## config.mk

```make
export PLATFORM = sky130hd
export DESIGN_NAME = pingpang_sched_flat
export DESIGN_NICKNAME = d
export VERILOG_FILES = /design/src/rtl/pingpang_pkg.sv /design/src/rtl/pingpang_sched_if.sv /design/src/rtl/pingpang_fetch.sv /design/src/rtl/pingpang_sched.sv /design/src/flat_wrapper.sv
export SDC_FILE = /design/constraint.sdc
export NUM_CORES = 1
export LEC_CHECK = 0
export ABC_CLOCK_PERIOD_IN_PS = 3750
export CORE_ASPECT_RATIO = 1.75
export CORE_MARGIN = 2
export CORE_UTILIZATION = 52
export CTS_CLUSTER_SIZE = 20
export DETAILED_ROUTE_END_ITERATION = 8
export PLACE_DENSITY = 0.84
export SYNTH_ARGS = -nofsm -noshare
export SYNTH_HDL_FRONTEND = slang
export SYNTH_HIERARCHICAL = 1
export SYNTH_SLANG_ARGS = --single-unit
```

## constraint.sdc

```tcl
create_clock -name clk -period 3.75 [get_ports clk]
set_clock_uncertainty 0.05 [all_clocks]
set_input_delay 0.9375 -clock clk [delete_from_list [all_inputs] [get_ports clk]]
set_output_delay 0.9375 -clock clk [all_outputs]
set_load 0.05 [all_outputs]
```

## src/rtl/pingpang_pkg.sv

```systemverilog
// Shared types and tile-geometry helpers for the ping-pong tile scheduler.
// The fetch FSM state type lives here so the top level and the bench can name the states.
package pingpang_pkg;

    typedef enum logic [1:0] {
        F_IDLE = 2'd0,
        F_REQ  = 2'd1,
        F_WAIT = 2'd2,
        F_PUSH = 2'd3
    } fetch_state_t;

    // 32-bit memory words needed to fill one buffer bank (one tile)
    function automatic int calc_wpt(input int dwidth, input int aw_r, input int aw_w);
        return ((1 << aw_r) * (1 << aw_w) * dwidth) / 32;
    endfunction

    // Buffer rows handed to the consumer per tile
    function automatic int calc_rows(input int aw_w);
        return 1 << aw_w;
    endfunction

endpackage

```

## src/rtl/pingpang_sched_if.sv

```systemverilog
// Memory read bus, ping-pong buffer handshakes and consumer handshake of the scheduler.
// master = scheduler side, slave = memory/buffer/consumer side.
interface pingpang_sched_if #(
    parameter int ADDR_W = 16
);
    logic              mem_req;
    logic [ADDR_W-1:0] mem_addr;
    logic              mem_gnt;
    logic              mem_rvalid;
    logic [31:0]       mem_rdata;

    logic              buf_wr_acq;
    logic [31:0]       buf_wr_data;
    logic              buf_wr_rdy;
    logic              buf_rd_acq;
    logic              buf_rd_rdy;

    logic              pe_ready;
    logic              pe_valid;

    modport master (
        output mem_req, mem_addr,
        input  mem_gnt, mem_rvalid, mem_rdata,
        output buf_wr_acq, buf_wr_data,
        input  buf_wr_rdy,
        output buf_rd_acq,
        input  buf_rd_rdy,
        input  pe_ready,
        output pe_valid
    );

    modport slave (
        input  mem_req, mem_addr,
        output mem_gnt, mem_rvalid, mem_rdata,
        input  buf_wr_acq, buf_wr_data,
        output buf_wr_rdy,
        input  buf_rd_acq,
        output buf_rd_rdy,
        output pe_ready,
        input  pe_valid
    );
endinterface

```

## src/rtl/pingpang_fetch.sv

```systemverilog
// Fetch engine: reads one word at a time from memory and pushes it into the ping-pong buffer.
// Only one read is ever outstanding; the word is parked in hold_reg until the buffer takes it.
module pingpang_fetch
    import pingpang_pkg::*;
#(
    parameter int ADDR_W = 16,
    parameter int CNT_W  = 10
) (
    input  logic              clk,
    input  logic              rst_n,
    input  logic              launch,
    input  logic [ADDR_W-1:0] launch_addr,
    input  logic [CNT_W-1:0]  launch_total,
    output logic              mem_req,
    output logic [ADDR_W-1:0] mem_addr,
    input  logic              mem_gnt,
    input  logic              mem_rvalid,
    input  logic [31:0]       mem_rdata,
    output logic              buf_wr_acq,
    output logic [31:0]       buf_wr_data,
    input  logic              buf_wr_rdy,
    output logic              idle
);

    fetch_state_t      state_reg, state_next;
    logic [ADDR_W-1:0] addr_reg, addr_next;
    logic [CNT_W-1:0]  fetched_reg, fetched_next;
    logic [CNT_W-1:0]  total_reg, total_next;
    logic [31:0]       hold_reg, hold_next;
    logic [CNT_W-1:0]  fetched_inc;

    assign fetched_inc = fetched_reg + CNT_W'(1);

    always_ff @(posedge clk or negedge rst_n) begin
        if (!rst_n) begin
            state_reg   <= F_IDLE;
            addr_reg    <= '0;
            fetched_reg <= '0;
            total_reg   <= '0;
            hold_reg    <= '0;
        end else begin
            state_reg   <= state_next;
            addr_reg    <= addr_next;
            fetched_reg <= fetched_next;
            total_reg   <= total_next;
            hold_reg    <= hold_next;
        end
    end

    always_comb begin
        state_next   = state_reg;
        addr_next    = addr_reg;
        fetched_next = fetched_reg;
        total_next   = total_reg;
        hold_next    = hold_reg;
        mem_req      = 1'b0;
        buf_wr_acq   = 1'b0;

        case (state_reg)
            F_IDLE: begin
                if (launch) begin
                    addr_next    = launch_addr;
                    total_next   = launch_total;
                    fetched_next = '0;
                    state_next   = F_REQ;
                end
            end
            F_REQ: begin
                mem_req = 1'b1;
                if (mem_gnt) begin
                    state_next = F_WAIT;
                end
            end
            F_WAIT: begin
                // read data arriving in any other state is not ours and is dropped
                if (mem_rvalid) begin
                    hold_next  = mem_rdata;
                    state_next = F_PUSH;
                end
            end
            F_PUSH: begin
                buf_wr_acq = 1'b1;
                if (buf_wr_rdy) begin
                    addr_next    = addr_reg + 1'b1;
                    fetched_next = fetched_inc;
                    state_next   = (fetched_inc == total_reg) ? F_IDLE : F_REQ;
                end
            end
            default: begin
                state_next = F_IDLE;
            end
        endcase
    end

    assign mem_addr    = addr_reg;
    assign buf_wr_data = hold_reg;
    assign idle        = (state_reg == F_IDLE);

endmodule

```

## src/rtl/pingpang_sched.sv

```systemverilog
// Ping-pong tile scheduler: fetches num_tiles tiles from memory into a double buffer and
// drains buffer rows to a consumer, pulsing done once every row has been handed over.
module pingpang_sched
    import pingpang_pkg::*;
#(
    parameter int DWIDTH   = 8,
    parameter int AWIDTH_r = 2,
    parameter int AWIDTH_w = 2,
    parameter int ADDR_W   = 16
) (
    input  logic              clk,
    input  logic              rst_n,
    input  logic              start,
    input  logic [ADDR_W-1:0] base_addr,
    input  logic [7:0]        num_tiles,
    output logic              busy,
    output logic              done,
    pingpang_sched_if.master  bus
);

    localparam int WPT    = calc_wpt(DWIDTH, AWIDTH_r, AWIDTH_w);
    localparam int ROWS   = calc_rows(AWIDTH_w);
    localparam int WCNT_W = 8 + $clog2(WPT);
    localparam int RCNT_W = 8 + $clog2(ROWS);

    logic              busy_reg;
    logic              done_reg;
    logic [7:0]        tiles_reg;
    logic [RCNT_W-1:0] read_cnt_reg;
    logic              pe_valid_reg;

    logic              accept;
    logic              launch;
    logic              zero_job;
    logic              finish;
    logic              rd_acq;
    logic              fetch_idle;
    logic [WCNT_W-1:0] total_words;
    logic [RCNT_W-1:0] total_rows;

    // start is only looked at while no job is running
    assign accept      = start & ~busy_reg;
    assign zero_job    = accept & (num_tiles == 8'd0);
    assign launch      = accept & (num_tiles != 8'd0);
    assign total_words = WCNT_W'(num_tiles) * WCNT_W'(WPT);
    assign total_rows  = RCNT_W'(tiles_reg) * RCNT_W'(ROWS);

    pingpang_fetch #(
        .ADDR_W (ADDR_W),
        .CNT_W  (WCNT_W)
    ) u_fetch (
        .clk          (clk),
        .rst_n        (rst_n),
        .launch       (launch),
        .launch_addr  (base_addr),
        .launch_total (total_words),
        .mem_req      (bus.mem_req),
        .mem_addr     (bus.mem_addr),
        .mem_gnt      (bus.mem_gnt),
        .mem_rvalid   (bus.mem_rvalid),
        .mem_rdata    (bus.mem_rdata),
        .buf_wr_acq   (bus.buf_wr_acq),
        .buf_wr_data  (bus.buf_wr_data),
        .buf_wr_rdy   (bus.buf_wr_rdy),
        .idle         (fetch_idle)
    );

    // Drain side runs on its own: a row is taken whenever the buffer has one and the consumer is free
    assign rd_acq = busy_reg & (read_cnt_reg < total_rows) & bus.buf_rd_rdy & bus.pe_ready;

    // The cycle read_cnt completes is also the cycle the final pe_valid is on the wire,
    // so done/busy change on the following edge, after the last row has been issued.
    assign finish = busy_reg & fetch_idle & (read_cnt_reg == total_rows);

    always_ff @(posedge clk or negedge rst_n) begin
        if (!rst_n) begin
            busy_reg     <= 1'b0;
            done_reg     <= 1'b0;
            tiles_reg    <= '0;
            read_cnt_reg <= '0;
            pe_valid_reg <= 1'b0;
        end else begin
            done_reg     <= zero_job | finish;
            pe_valid_reg <= rd_acq;
            if (launch) begin
                busy_reg     <= 1'b1;
                tiles_reg    <= num_tiles;
                read_cnt_reg <= '0;
            end else begin
                if (finish) begin
                    busy_reg <= 1'b0;
                end
                read_cnt_reg <= read_cnt_reg + RCNT_W'(rd_acq);
            end
        end
    end

    assign busy           = busy_reg;
    assign done           = done_reg;
    assign bus.buf_rd_acq = rd_acq;
    assign bus.pe_valid   = pe_valid_reg;

endmodule

```

## src/flat_wrapper.sv

```systemverilog
// flat-port wrapper written by rule: the top's interface ports become plain ports
module pingpang_sched_flat import pingpang_pkg::*;
#(
    parameter int DWIDTH   = 8,
    parameter int AWIDTH_r = 2,
    parameter int AWIDTH_w = 2,
    parameter int ADDR_W   = 16
)
  (clk, rst_n, start, base_addr, num_tiles, busy, done, bus_mem_req, bus_mem_addr, bus_mem_gnt, bus_mem_rvalid, bus_mem_rdata, bus_buf_wr_acq, bus_buf_wr_data, bus_buf_wr_rdy, bus_buf_rd_acq, bus_buf_rd_rdy, bus_pe_ready, bus_pe_valid);
  pingpang_sched_if #(.ADDR_W(ADDR_W)) bus_i ();
  input  logic clk;
  input  logic rst_n;
  input  logic start;
  input  logic [ADDR_W-1:0] base_addr;
  input  logic [7:0] num_tiles;
  output logic busy;
  output logic done;
  output wire logic [$bits(bus_i.mem_req)-1:0] bus_mem_req;
  output wire logic [$bits(bus_i.mem_addr)-1:0] bus_mem_addr;
  input wire logic [$bits(bus_i.mem_gnt)-1:0] bus_mem_gnt;
  input wire logic [$bits(bus_i.mem_rvalid)-1:0] bus_mem_rvalid;
  input wire logic [$bits(bus_i.mem_rdata)-1:0] bus_mem_rdata;
  output wire logic [$bits(bus_i.buf_wr_acq)-1:0] bus_buf_wr_acq;
  output wire logic [$bits(bus_i.buf_wr_data)-1:0] bus_buf_wr_data;
  input wire logic [$bits(bus_i.buf_wr_rdy)-1:0] bus_buf_wr_rdy;
  output wire logic [$bits(bus_i.buf_rd_acq)-1:0] bus_buf_rd_acq;
  input wire logic [$bits(bus_i.buf_rd_rdy)-1:0] bus_buf_rd_rdy;
  input wire logic [$bits(bus_i.pe_ready)-1:0] bus_pe_ready;
  output wire logic [$bits(bus_i.pe_valid)-1:0] bus_pe_valid;
  assign bus_mem_req = bus_i.mem_req;
  assign bus_mem_addr = bus_i.mem_addr;
  assign bus_i.mem_gnt = bus_mem_gnt;
  assign bus_i.mem_rvalid = bus_mem_rvalid;
  assign bus_i.mem_rdata = bus_mem_rdata;
  assign bus_buf_wr_acq = bus_i.buf_wr_acq;
  assign bus_buf_wr_data = bus_i.buf_wr_data;
  assign bus_i.buf_wr_rdy = bus_buf_wr_rdy;
  assign bus_buf_rd_acq = bus_i.buf_rd_acq;
  assign bus_i.buf_rd_rdy = bus_buf_rd_rdy;
  assign bus_i.pe_ready = bus_pe_ready;
  assign bus_pe_valid = bus_i.pe_valid;
  pingpang_sched #(.DWIDTH(DWIDTH), .AWIDTH_r(AWIDTH_r), .AWIDTH_w(AWIDTH_w), .ADDR_W(ADDR_W)) u_core (.clk(clk), .rst_n(rst_n), .start(start), .base_addr(base_addr), .num_tiles(num_tiles), .busy(busy), .done(done), .bus(bus_i));
endmodule
```

# After elaboration in Yosys (flattened, before gate mapping)
# Index checks and enable logic that the tools add are counted.
# op_classes
add_sub_neg	3
order_cmp	1
n_eq_ne	9
muxes	17
n_bitwise	10
n_reduce_logical	9
# op_table
operator	n
$mux 16	2
$pmux 16 s2	1
$mux 10	3
$eq 10x10->1	2
$pmux 10 s2	1
$add 16x1->16 const B	1
$add 10x1->10	1
$add 10x1->10 const B	1
$lt 10x10->1	1
$and 1x1->1	8
$logic_not 8->1	1
$mux 2	4
$pmux 2 s4	1
$reduce_bool 8->1	1
$ne 2x2->1 const B	3
$mux 1	5
$eq 2x2->1 const B	2
$reduce_and 2->1	2
$reduce_and 4->1	1
$reduce_bool 2->1	2
$reduce_and 3->1	1
$eq 2x1->1 const B	1
$logic_not 2->1	1
$ne 2x1->1 const B	1
2 further kinds	2
# word_totals
reg_bits	89
in_bits	64
output_inout_bits	54
wordCells	59

# Longest topological paths before layout
# Gate-level depths: netlist (run 1).
# logic_depth
depth_word	6
ltp_mapped	11
depth_no_buf	11

# By module
# Netlist (run 1), hierarchy kept.
# by_module_without_submodules
module	n_inst	cells_each	area_each_um2	seq_area_each_um2
pingpang_fetch	1	334	3569.7	1751.7
pingpang_sched	1	107	1084.8	525.5

# Least setup slack after synthesis (run 1)
# No wires, ideal clock.
# synth_timing
path_type	input port to flip-flop
from	in bus_pe_ready
to	reg u_core.read_cnt_reg[9]
setup_ps	122
arrival_ps	3487
required_ps	3578
setup_slack_ps	90
cell_stages	7
n_path_buf	0
path_cell_list	nand4b_1 > a211oi_1 > ha_1 > and4_1 > or3b_1 > xor2_1 > nor2_2
# synth_between
elab_chain_cells	3
# synth_lines
item	line	source
start, declared	flat_wrapper.sv:28	input wire logic [$bits(bus_i.pe_ready)-1:0] bus_pe_ready;
$and 1x1->1	pingpang_sched.sv:69	assign rd_acq = busy_reg & (read_cnt_reg < total_rows) & bus.buf_rd_rdy & bus.pe_ready;
net bus_buf_rd_acq	flat_wrapper.sv:26	output wire logic [$bits(bus_i.buf_rd_acq)-1:0] bus_buf_rd_acq;
$add 10x1->10	pingpang_sched.sv:93	read_cnt_reg <= read_cnt_reg + RCNT_W'(rd_acq);
$mux 10	pingpang_sched.sv:85	if (launch) begin
end signal, assigned	pingpang_sched.sv:93	
end, declared	pingpang_sched.sv:29	logic [RCNT_W-1:0] read_cnt_reg;
# The timed path passes the listed nets, and every way through them passes these cells.
# A chain may end at the register's enable or synchronous reset.

# Worst setup path in the final report (run 1)
# layout_timing
from	in bus_buf_rd_rdy
to	out bus_buf_rd_acq
# layout_between
elab_chain_cells	2
# layout_lines
item	line	source
start, declared	flat_wrapper.sv:27	input wire logic [$bits(bus_i.buf_rd_rdy)-1:0] bus_buf_rd_rdy;
$and 1x1->1 (2 in series)	pingpang_sched.sv:69	
end, declared	flat_wrapper.sv:26	
# Every way passes these cells.

==> run_results.csv, run 1 <==
group,metric,value,unit
logic_synthesis,ys_seq_elements,91,
power,p_leak,0.00268,uW
place,post_dp_cell_area,5930,sq um
logic_synthesis,synth_area_leader_cell,"dfrtp_1",
worst_setup_path,r2r_slack,0.72,ns
run_status,status,"completed",
detailed_routing,ant_nets,0,
detailed_routing,dr.pass1.iters,4,
worst_setup_path,end_kind,"output port",
die,die_h,129,microns
clock_tree,clk_pin_slew_worst_paths,0.06,ns
power,p_clk_share,18.9,%
logic_synthesis,syn-instance-count,441,
power,pwr-share-comb,51.0,%
global_routing,track_usage,24.9,%
logic_synthesis,ys_seq_area_share,48.9,%
global_routing,grt_max_degree,92,
global_routing,grt_pass1_wl,18600,microns
global_routing,grt_overflow,0,
power,switchingPower,2430,uW
finish,area_delta_synth_final,35.0,%
global_routing,antenna_found_initial,0,
min_path,min_from,"u_core/u_fetch/buf_wr_data[12]$_DFFE_PN0P_",
power,p_per_area,884,nW/um^2
logic_synthesis,netlist-cell-type-count,52,
die,dieArea,9750,sq um
worst_setup_path,cp_data_arrival_time,2.29,ns
worst_setup_path,path_class,"input port to output port",
timing,worstMarginPinSlew,1.14,ns
global_routing,grtUsageMet2,45.0,%
clock_tree,clk_latency,0.34,ns
clock_tree,cts-root-buf,"clkbuf_16",
logic_synthesis,synth.yosys.warnings,6,
logic_synthesis,synth_top_area_share,48.9,%
logic_synthesis,avgSynthCellArea,10.6,sq um
clock_tree,cts_buffers,9,
timing,drv_slew,0,
power,seqPwrFrac,30.1,%
place,port_buffers,117,
power,intPower,3130,uW
worst_setup_path,cp-start-kind,"input port",
global_routing,grtUsageMet1,26.5,%
worst_setup_path,reg2reg_depth,10,
worst_setup_path,slowest_stage,"a211oi_1",
worst_setup_path,max_stage_delay,0.57,ns
global_routing,grt_pass1_vias,4004,
timing,setup_viol,0,
detailed_routing,drtIter0Drc,249,
power,peakVddDrop,586,uV
logic_synthesis,synth-edff-count,0,
clock_tree,cts_resized,0,
timing,relSlewSlack,24.2,%
detailed_routing,wire_per_inst,16.9,microns
finish,largest_reg_flops,32,
detailed_routing,routed_wl,11400,microns
worst_setup_path,crit_path_max_fanout,3,
worst_setup_path,path_cells,"clkdlybuf4s50_1 > nand4b_1 > a211oi_1 > buf_12",
job,cap_violations,0,
clock_tree,holdBufCountCts,0,
timing,finalCritPeriodShare,87.5,%
min_path,min_path_cells,1,
min_path,hold_path_end,"u_core/u_fetch/buf_wr_data[12]$_DFFE_PN0P_",
timing,hold_viol,0,
logic_synthesis,synth_area_leaders,"dfrtp_1 (49%), mux2_2 (10%), nand2_1 (4.9%)",
logic_synthesis,synth_most_common_cell,"dfrtp_1",
clock_tree,h-tree-depth,3,
die,ios,118,
clock_tree,cts_setup_buffers,0,
min_path,hold_class,"flip-flop to flip-flop",
clock_tree,cts_tree,"built",
detailed_routing,num_vias,3805,
die,num_rows,45,
global_routing,gr-usage-met3,5.52,%
finish,diodes,0,
worst_setup_path,crit_required,2.76,ns
timing,rsz0062_at_grt,"no",
finish,final_area,6280,sq um
clock_tree,clock-sinks,91,
place,place_congestion,0.939,
logic_synthesis,synthArstFlopShare,100,%
finish,nets,636,
logic_synthesis,ys.flop_type,"dfrtp_1",
logic_synthesis,syn_area,4650,sq um
power,netSwitchingFraction,43.8,%
clock_tree,clk_path_buf_depth,2,
logic_synthesis,yosys-top-cells-count,"dfrtp_1 (91), nand2_1 (61), mux2_2 (43), o21ai_0 (32), nand3_1 (22)",
timing,setup_tns,0,ns
detailed_routing,drcViolationCount,0,
die,die_x,75.5,microns
worst_setup_path,r2r-start,"u_core/read_cnt_reg[3]$_DFF_PN0_",
finish,drive_gt1_share,13.9,%
die,core,8670,sq um
die,start_util,53.7,%
worst_setup_path,r2r-end,"u_core/read_cnt_reg[9]$_DFF_PN0_",
detailed_routing,viasPerCell,5.61,
place,hpwlAfterDp,8290,microns
global_routing,grt_busiest_layer,"met2",
timing,fmax,0.305,GHz
timing,layout_min_cycle_time,3.28,ns
-- metal layers --
layer / vias to the layer above / part of all wire [%]
li1: 1788 / -
met1: 1841 / 36
met2: 146 / 55
met3: 30 / 5.0
met4: 0 / 3.4
met5: - / 0
-- kinds of logic (layout without fill, tap and decap cells) --
group	Yosys count	in the layout	share of synthesized area (%)
AOI/OAI and AO/OA	77	77	10.8
xor gates and xnor gates	19	19	3.58
adders and majority gates	16	16	4.30
buffers and inverters	38	157	3.63
DFF	91	91	48.9
muxes	53	53	12.6
other	1	2	0.0806
and+or+nand+nor	146	146	16.1
-- stage by stage --
step	setup slack (ns)	hold WS (ns)	power (uW)	util (%)	std cells
after CTS	0.476	0.458	5590	72.5	678
final	0.470	0.452	5560	72.5	678
after detailed placement	0.190	0.444	4510	68.4	662
after global placement	0.243	0.436	4410	68.4	662
after global routing	0.255	0.472	5870	72.5	678
after floorplan	0.0904	0.414	3570	-	442
-- worst max path at each step --
stage	from	end	slack, ns	cells past startpoint
after floorplan	bus_pe_ready	u_core/read_cnt_reg[9]$_DFF_PN0_	0.09	7
final	bus_buf_rd_rdy	bus_buf_rd_acq	0.47	4
after global placement	start	u_core/u_fetch/fetched_reg[6]$_DFFE_PN0P_	0.24	7
after CTS	bus_buf_rd_rdy	bus_buf_rd_acq	0.48	4
after global routing	start	u_core/u_fetch/fetched_reg[3]$_DFFE_PN0P_	0.26	8
after detailed placement	start	u_core/u_fetch/fetched_reg[6]$_DFFE_PN0P_	0.19	7
-- layout by cell type, fill, tap and decap left out, types with 13 or more instances in the layout --
cell / count
mux2_2: 43
o21ai_0: 32
inv_1: 16
nand3_1: 22
clkdlybuf4s50_1: 115
ha_1: 16
a32oi_1: 13
dfrtp_1: 91
nand2_1: 61
nor2_1: 18
-- power by group through the flow --
stage / Combinational (uW) / Clock [uW] / Sequential [uW]
2_1_floorplan: 1040 / 0 / 2530
3_3_place_gp: 2750 / 0 / 1660
3_5_place_dp: 2810 / 0 / 1690
4_1_cts: 2840 / 1070 / 1670
5_1_grt: 3030 / 1120 / 1730
6_report: 2830 / 1050 / 1670
-- final cells by class --
cell class	count	area (sq um)
Multi-Input combinational cell	313	2210
Inverter	16	60.1
Tap cell	117	146
Clock inverter	5	108
Clock buffer	11	243
Sequential cell	91	2280
Timing Repair Buffer	125	1240
Fill cell	652	2390
-- worst max-delay path: cells and delay by family --
| family | cells | cell delay (ns) |
|---|---|---|
| AO/OA/AOI/OAI | 1 | 0.57 |
| AND/OR/NAND/NOR | 1 | 0.09 |
| buffers and inverters | 2 | 0.69 |
Note: power is estimated with default switching activity, not from simulation.
==> run 2, diff against run 1 <==
Settings changed: MAX_ROUTING_LAYER set to met4.
==> run_results.csv, run 2 (synthesis results as in run 1) <==
group,metric,value,unit
detailed_routing,drcViolationCount,0,
global_routing,grt_max_degree,92,
power,fin_total_pwr,5550,uW
run_status,status,"completed",
finish,fill_cells,652,
place,post_dp_cell_area,5930,sq um
worst_setup_path,cp.depth,4,
worst_setup_path,crit_family,"buffers and inverters",
timing,layout_min_cycle_time,3.28,ns
clock_tree,clock-sinks,91,
timing,drv_slew,0,
detailed_routing,drtIter0Drc,234,
die,ios,118,
worst_setup_path,path_cells,"clkdlybuf4s50_1 > nand4b_1 > a211oi_1 > buf_12",
place,hpwlAfterDp,8290,microns
min_path,hold_class,"flip-flop to flip-flop",
timing,rsz0062_at_grt,"no",
finish,nets,636,
clock_tree,cts_resized,0,
finish,layout_common_cells,"clkdlybuf4s50_1 (115), dfrtp_1 (91), nand2_1 (61), mux2_2 (43), o21ai_0 (32)",
die,die_h,129,microns
clock_tree,cts-root-buf,"clkbuf_16",
timing,setup_viol,0,
die,start_util,53.7,%
worst_setup_path,slowest_stage,"a211oi_1",
worst_setup_path,crit_path_max_fanout,3,
clock_tree,clk_path_buf_depth,2,
finish,area_delta_synth_final,35.0,%
min_path,min_path_cells,1,
die,die_x,75.5,microns
worst_setup_path,cp-start-kind,"input port",
detailed_routing,routed_wl,11400,microns
detailed_routing,viasPerCell,5.60,
worst_setup_path,end_kind,"output port",
finish,final_area,6280,sq um
timing,fmax,0.305,GHz
global_routing,grt_pass1_vias,4021,
finish,largest_reg_flops,32,
power,p_per_area,884,nW/um^2
die,dieArea,9750,sq um
worst_setup_path,cp_data_arrival_time,2.29,ns
clock_tree,clk_pin_slew_worst_paths,0.06,ns
power,peakVddDrop,585,uV
worst_setup_path,r2r-start,"u_core/read_cnt_reg[3]$_DFF_PN0_",
finish,final_common_cell,"clkdlybuf4s50_1",
die,num_rows,45,
finish,diodes,0,
timing,setup_tns,0,ns
place,place_congestion,0.956,
power,p_leak,0.00268,uW
worst_setup_path,max_stage_delay,0.57,ns
global_routing,antenna_found_initial,0,
place,post-place-cells,662,
timing,relSlewSlack,24.1,%
worst_setup_path,crit_required,2.76,ns
detailed_routing,ant_nets,0,
worst_setup_path,setup.worst_path.start,"bus_buf_rd_rdy",
clock_tree,clk_latency,0.34,ns
global_routing,grt_pass1_wl,18600,microns
timing,timing.hold.ws,0.453,ns
clock_tree,cts_tree,"built",
clock_tree,cts_buffers,9,
finish,final_cells,678,
die,core,8670,sq um
worst_setup_path,path_class,"input port to output port",
place,port_buffers,117,
worst_setup_path,path_buf_inv,2,
clock_tree,h-tree-depth,3,
job,cap_violations,0,
timing,worstMarginPinSlew,1.14,ns
global_routing,track_usage,25.6,%
detailed_routing,dr.pass1.iters,5,
clock_tree,cts_setup_buffers,0,
timing,finalCritPeriodShare,87.5,%
global_routing,grt_overflow,0,
detailed_routing,num_vias,3794,
worst_setup_path,reg2reg_depth,10,
finish,drive_gt1_share,13.9,%
min_path,min_from,"u_core/u_fetch/buf_wr_data[12]$_DFFE_PN0P_",
timing,hold_viol,0,
clock_tree,holdBufCountCts,0,
detailed_routing,wire_per_inst,16.8,microns
[run 2: cell counts in the layout (fill, tap and decap cells not counted)]
Identical to the previous run, type by type.
[run 2: worst register-to-register path: stages (launching register included)]
cell and delay [ns]:
dfrtp_1 0.42, ha_1 0.30, nor2b_1 0.14, o211ai_1 0.17, a21oi_1 0.09, a211oi_1 0.53
ha_1 0.32, and4_1 0.26, or3b_1 0.40, xor2_1 0.19, nor2_2 0.04
[run 2: per-stage QoR]
stage          worst slack [ns]  util [%]
2_1_floorplan            0.0904         -
3_3_place_gp              0.243      68.4
3_5_place_dp              0.190      68.4
4_1_cts                   0.476      72.5
5_1_grt                   0.258      72.5
6_report                  0.469      72.5
[run 2: routing by layer]
layer / global-route usage [%] / share of wire, % / up-vias
li1: - / - / 1788
met1: 27.3 / 36 / 1832
met2: 44.7 / 56 / 142
met3: 4.82 / 4.7 / 32
met4: 11.5 / 3.8 / 0
met5: - / 0 / -
[run 2: layout make-up]
class / instances / area [sq um] / share of cell area (%)
Clock buffer: 11 / 243 / 3.86
Tap cell: 117 / 146 / 2.33
Inverter: 16 / 60.1 / 0.956
Clock inverter: 5 / 108 / 1.71
Sequential cell: 91 / 2280 / 36.2
Multi-Input combinational cell: 313 / 2210 / 35.2
Timing Repair Buffer: 125 / 1240 / 19.7
[run 2: where the power goes]
group | switching, uW | internal, uW | total [uW] | leakage [uW]
sequential | 299 | 1370 | 1670 | 0.00113
clock | 378 | 675 | 1050 | 0.000171
combinational | 1750 | 1080 | 2830 | 0.00137
[run 2: path summary, 6_finish.rpt]
check / slack, ns / to
min reg2reg: 0.45 / u_core/u_fetch/buf_wr_data[12]$_DFFE_PN0P_
max reg2reg: 0.72 / u_core/read_cnt_reg[9]$_DFF_PN0_
max: 0.47 / bus_buf_rd_acq
max in group asynchronous: 2.16 / u_core/u_fetch/fetched_reg[4]$_DFFE_PN0P_
min in group asynchronous: 0.73 / u_core/u_fetch/mem_addr[13]$_DFFE_PN0P_
min: 0.45 / u_core/u_fetch/buf_wr_data[12]$_DFFE_PN0P_
